==> config.mk <==
export PLATFORM = sky130hd
export DESIGN_NAME = in_out_handle
export DESIGN_NICKNAME = d
export VERILOG_FILES = /design/src/rtl/in_out_handle.sv
export SDC_FILE = /design/constraint.sdc
export NUM_CORES = 1
export LEC_CHECK = 0
export ABC_AREA = 1
export CELL_PAD_IN_SITES_DETAIL_PLACEMENT = 1
export CELL_PAD_IN_SITES_GLOBAL_PLACEMENT = 1
export CORE_MARGIN = 1.5
export CORE_UTILIZATION = 27
export DETAILED_ROUTE_END_ITERATION = 10
export PLACE_DENSITY = 0.62
export SLEW_MARGIN = 0
export SYNTH_ARGS = -nofsm -noshare
export SYNTH_HDL_FRONTEND = slang
export SYNTH_SLANG_ARGS = --single-unit
==> constraint.sdc <==
create_clock -name Clk -period 2.4 [get_ports Clk]
set_clock_uncertainty 0.1 [all_clocks]
set_input_delay 0.72 -clock Clk [delete_from_list [all_inputs] [get_ports Clk]]
set_output_delay 0.72 -clock Clk [all_outputs]
set_load 0.01 [all_outputs]
==> src/rtl/in_out_handle.sv <==
// Synthetic raster video source (diagonal test image) plus a
// pixel-capture sink that tags each active pixel with its column/row.
module in_out_handle #(
  parameter int WIDTH   = 16,
  parameter int HEIGHT  = 16,
  parameter int H_BLANK = 2,
  parameter int V_BLANK = 4
) (
  input  logic       Clk,
  input  logic       nReset,
  output logic [7:0] Pixel,
  output logic       Frame,
  output logic       Line,
  output logic [7:0] data,
  output logic [7:0] i,
  output logic [7:0] j
);

  typedef enum logic [1:0] {
    ACTIVE = 2'd0,
    HBLANK = 2'd1,
    VBLANK = 2'd2
  } state_e;

  localparam logic [7:0]  XMAX   = 8'(WIDTH - 1);
  localparam logic [7:0]  XLAST  = 8'(WIDTH - 2);
  localparam logic [7:0]  YMAX   = 8'(HEIGHT - 1);
  localparam logic [15:0] HMAX   = 16'(H_BLANK - 1);
  localparam logic [15:0] VMAX   = 16'(V_BLANK - 1);
  localparam logic        HB_EN  = (H_BLANK > 0);
  localparam logic        VB_EN  = (V_BLANK > 0);
  localparam logic        COL_EN = (WIDTH > 1);

  state_e      state_q, state_d;
  logic [7:0]  x_q, x_d;
  logic [7:0]  y_q, y_d;
  logic [15:0] b_q, b_d;
  logic [7:0]  pix_q, pix_d;
  logic        frm_q, frm_d;
  logic        lin_q, lin_d;
  logic        row_done;

  logic [7:0]  data_q, data_d;
  logic [7:0]  i_q, i_d;
  logic [7:0]  j_q, j_d;
  logic        col_q, col_d;

  // Source registers: position, blank counter and registered strobes.
  always_ff @(posedge Clk or negedge nReset) begin
    if (!nReset) begin
      state_q <= ACTIVE;
      x_q     <= '0;
      y_q     <= '0;
      b_q     <= '0;
      pix_q   <= '0;
      frm_q   <= 1'b0;
      lin_q   <= 1'b0;
    end else begin
      state_q <= state_d;
      x_q     <= x_d;
      y_q     <= y_d;
      b_q     <= b_d;
      pix_q   <= pix_d;
      frm_q   <= frm_d;
      lin_q   <= lin_d;
    end
  end

  // Source next state: emit the pixel at (x,y), then advance the raster.
  always_comb begin
    state_d  = state_q;
    x_d      = x_q;
    y_d      = y_q;
    b_d      = b_q;
    pix_d    = 8'h00;
    frm_d    = 1'b0;
    lin_d    = 1'b0;
    row_done = 1'b0;
    unique case (state_q)
      ACTIVE: begin
        pix_d = (x_q == y_q) ? 8'hFF : 8'h00;
        lin_d = (x_q == 8'd0);
        frm_d = (x_q == 8'd0) && (y_q == 8'd0);
        if (x_q == XMAX) begin
          x_d = '0;
          b_d = '0;
          if (HB_EN) state_d = HBLANK;
          else       row_done = 1'b1;
        end else begin
          x_d = x_q + 8'd1;
        end
      end
      HBLANK: begin
        if (b_q == HMAX) begin
          b_d      = '0;
          row_done = 1'b1;
        end else begin
          b_d = b_q + 16'd1;
        end
      end
      VBLANK: begin
        if (b_q == VMAX) begin
          b_d     = '0;
          y_d     = '0;
          state_d = ACTIVE;
        end else begin
          b_d = b_q + 16'd1;
        end
      end
      default: begin
        state_d = ACTIVE;
        x_d     = '0;
        y_d     = '0;
        b_d     = '0;
      end
    endcase
    if (row_done) begin
      if (y_q != YMAX) begin
        y_d     = y_q + 8'd1;
        state_d = ACTIVE;
      end else if (VB_EN) begin
        state_d = VBLANK;
      end else begin
        y_d     = '0;
        state_d = ACTIVE;
      end
    end
  end

  // Sink registers: captured pixel and its coordinates.
  always_ff @(posedge Clk or negedge nReset) begin
    if (!nReset) begin
      data_q <= '0;
      i_q    <= '0;
      j_q    <= '0;
      col_q  <= 1'b0;
    end else begin
      data_q <= data_d;
      i_q    <= i_d;
      j_q    <= j_d;
      col_q  <= col_d;
    end
  end

  // Sink next state: Frame wins over Line; column count stops at WIDTH.
  always_comb begin
    data_d = data_q;
    i_d    = i_q;
    j_d    = j_q;
    col_d  = col_q;
    if (frm_q) begin
      i_d    = '0;
      j_d    = '0;
      data_d = pix_q;
      col_d  = COL_EN;
    end else if (lin_q) begin
      i_d    = '0;
      j_d    = j_q + 8'd1;
      data_d = pix_q;
      col_d  = COL_EN;
    end else if (col_q) begin
      i_d    = i_q + 8'd1;
      data_d = pix_q;
      col_d  = (i_q != XLAST);
    end
  end

  assign Pixel = pix_q;
  assign Frame = frm_q;
  assign Line  = lin_q;
  assign data  = data_q;
  assign i     = i_q;
  assign j     = j_q;

endmodule

==> reports/qor.txt <==
Worst-path clk slew: 0.07 ns
core footprint: 0.0119 mm²
Final Hold Vio Count: 0
global-route wire length before repair: 13800 µm
CTS buffer count: 5
maximum vdd drop: 0.344 mV
syn_nets: 441
clock period minus final worst setup slack: 2.18 ns
area of combinational cells with multiple inputs: 0.00157 mm²
post-synthesis cell type with the largest combined area: dfrtp_1
via/cell ratio: 4.71
number of core rows: 40
Arr. time, crit path: 1.36 ns
dominant cells by area after synthesis: dfrtp_1 (42%), nand2_1 (11%), nor2_1 (7.1%)
number of buffers inserted by post-CTS setup repair: 0
number of nets with antenna violations after routing: 0
number of cells in the finished layout apart from fillers: 600
RSZ-0062 raised after global routing: false
Placed Instance Area: 0.00370 mm²
Post-Synthesis Cells: 426
cts-stage hold buffer count: 0
LEAKAGE: 0.00178 µW
top layer in use: met4
input/output buffers: 35
Req. time, crit path: 1.58 ns
proportion of synthesized flip-flops having asynchronous set or reset: 100%
DR pass1 iterations: 4
final net count: 467
longest individual stage delay on the worst path: 0.59 ns
CP max FO: 9
DRC Markers: 0
fraction of layout instances using a drive strength above 1: 6.18%
clock root buffer: clkbuf_16
family of cells with the greatest summed delay on the critical path: buffers and inverters
sum of met2 wire segment lengths after detailed routing: 3800 µm
weighted congestion at the end of routability-driven global placement: 0.776
total vias in the final route: 2827
post-CTS resize count: 0
number of enable-type register cells in the synthesized netlist: 0
Starting DRT DRC Count: 107
most instantiated flip-flop cell in the synthesis netlist: dfrtp_1
critical setup path kind: reg -> out
I/O pin count: 36
cell with the most instances after synthesis: nand2_1
sequential element share of the synthesized area: 42.0%
count of synthesis-stage warnings from yosys: 0
detailed placement HPWL: 5860 µm
post-placement worst setup slack: 0.420 ns
final setup violation count: 0
clock insertion delay at the later pin of the skew report: 0.30 ns
top cell type's share of synthesized area: 42.0%
Cell Pwr Density: 488 mW/mm²
die outline height: 113 µm
worst-case clock buffer depth: 2
buffer and inverter count on the worst path: 1
Worst slew margin: 67.0%
setup TNS: 0 ns
number of synthesized register bits: 55
area delta synth->final: 18.6%
critical path, cell by cell: clkdlybuf4s50_1
Final Cycle Share: 91.0%
final standard cell area without fillers: 0.00389 mm²
pin count of the biggest net entering global routing: 56
Total Wirelength: 7950 µm
GRT Resource Usage Total: 13.3%
placed insts: 592
Avg Synthesized Cell Area: 7.70 µm²
nature of the critical path endpoint: output pin
Least-Margin Pin Slew: 0.493 ns
number of max-slew violations in the final report: 0
result of the run: finished clean
count of cell types in the netlist: 35
number of antenna violations at the first check in global routing: 0
mean routed wirelength per cell: 13.2 µm
total number of clock tree sinks: 55
flip-flop and latch area: 0.00138 mm²
sort of element at the start of the critical path: flip-flop
total grt overflow: 0
TritonCTS clock tree: built
highest-delay cell along the critical path: clkdlybuf4s50_1
post-route setup slack: 0.215 ns
worst min-delay path category: in -> async
top cells by count, synth: nand2_1 (93), nor2_1 (62), dfrtp_1 (55)
Routed met3 length: 232 µm
starting density of the core: 27.5%
count of fill cells added during filler insertion: 1442
Die Wd: 113 µm
ant diodes: 0
achievable frequency: 458 MHz
Mapped Area: 0.00328 mm²
count of H-tree levels built during CTS: 2
met1 wire length: 3820 µm
area of the die: 0.0128 mm²
number of maximum-capacitance constraint violations: 0
number of global-route vias before repair: 2845
[path summary, 6_finish.rpt]
kind,to,startpoint,slack (ns),depth (start not counted)
worst max-delay path,Pixel[6],Pixel[6],0.22,1
worst min-delay path,i[0],nReset,0.31,2
min in group Clk,j[0],Frame,0.43,1
max in group asynchronous,j[1],nReset,1.62,2
worst max register to register,x_q[7],state_q[0],0.40,10
worst min register to register,j[0],Frame,0.43,1
[cells in the final DEF, fill, tap and decap left out, drive strengths merged, types with 8 or more instances in the layout]
master	instances
dfrtp	55
nand4	9
clkdlybuf4s50	34
nand3	32
a21oi	20
xor2	8
o21ai	18
nor2	69
ha	13
inv	53
nand2	96
nor3	11
[layer usage]
metal / vias to the layer above / global-route usage (%)
li1: 1419 / -
met3: 5 / 2.57
met1: 1361 / 17.1
met4: 0 / 3.33
met5: - / 0
met2: 42 / 23.1
[state kept, by name, summed over array words and instances (netlist names)]
register  count
Frame         1
Line          1
Pixel         1
b_q          16
col_q         1
data          1
i             8
j             8
state_q       2
x_q           8
y_q           8
[final cells by class]
type                       count  share of cell area [%]
inverter                      53                    5.11
clock inverter                 3                    1.74
multi-input combinational    300                    40.2
clock buffer                   5                    3.22
timing repair buffer          37                    9.59
tap                          147                    4.73
sequential                    55                    35.4
[cell families (layout without fill, tap and decap cells)]
| kind of cell | count (synthesis) | count (layout) | synth area share [%] |
|---|---|---|---|
| buffers and inverters | 71 | 98 | 10.3 |
| adders and majority gates | 13 | 13 | 4.96 |
| muxes | 1 | 1 | 0.343 |
| AOI/OAI and AO/OA | 55 | 55 | 10.0 |
| and+or+nand+nor | 221 | 221 | 29.7 |
| DFF | 55 | 55 | 42.0 |
| xor gates and xnor gates | 10 | 10 | 2.67 |
[report_power, final]
part           internal [µW]  switching, µW  leakage (µW)
clock                    598            353     0.0000900
sequential               926              0      0.000725
combinational           4.03           19.0      0.000965
total                   1530            372       0.00178
[through the flow]
| stage | utilization (%) | hold WS, ns | total power (µW) |
|---|---|---|---|
| after floorplan | - | 0.324 | 945 |
| after global placement | 31.0 | 0.422 | 969 |
| after detailed placement | 31.0 | 0.428 | 970 |
| after CTS | 32.7 | 0.331 | 1940 |
| after global routing | 32.7 | 0.341 | 1970 |
| final | 32.7 | 0.310 | 1900 |
No activity file was read; power rests on OpenSTA's default activity.
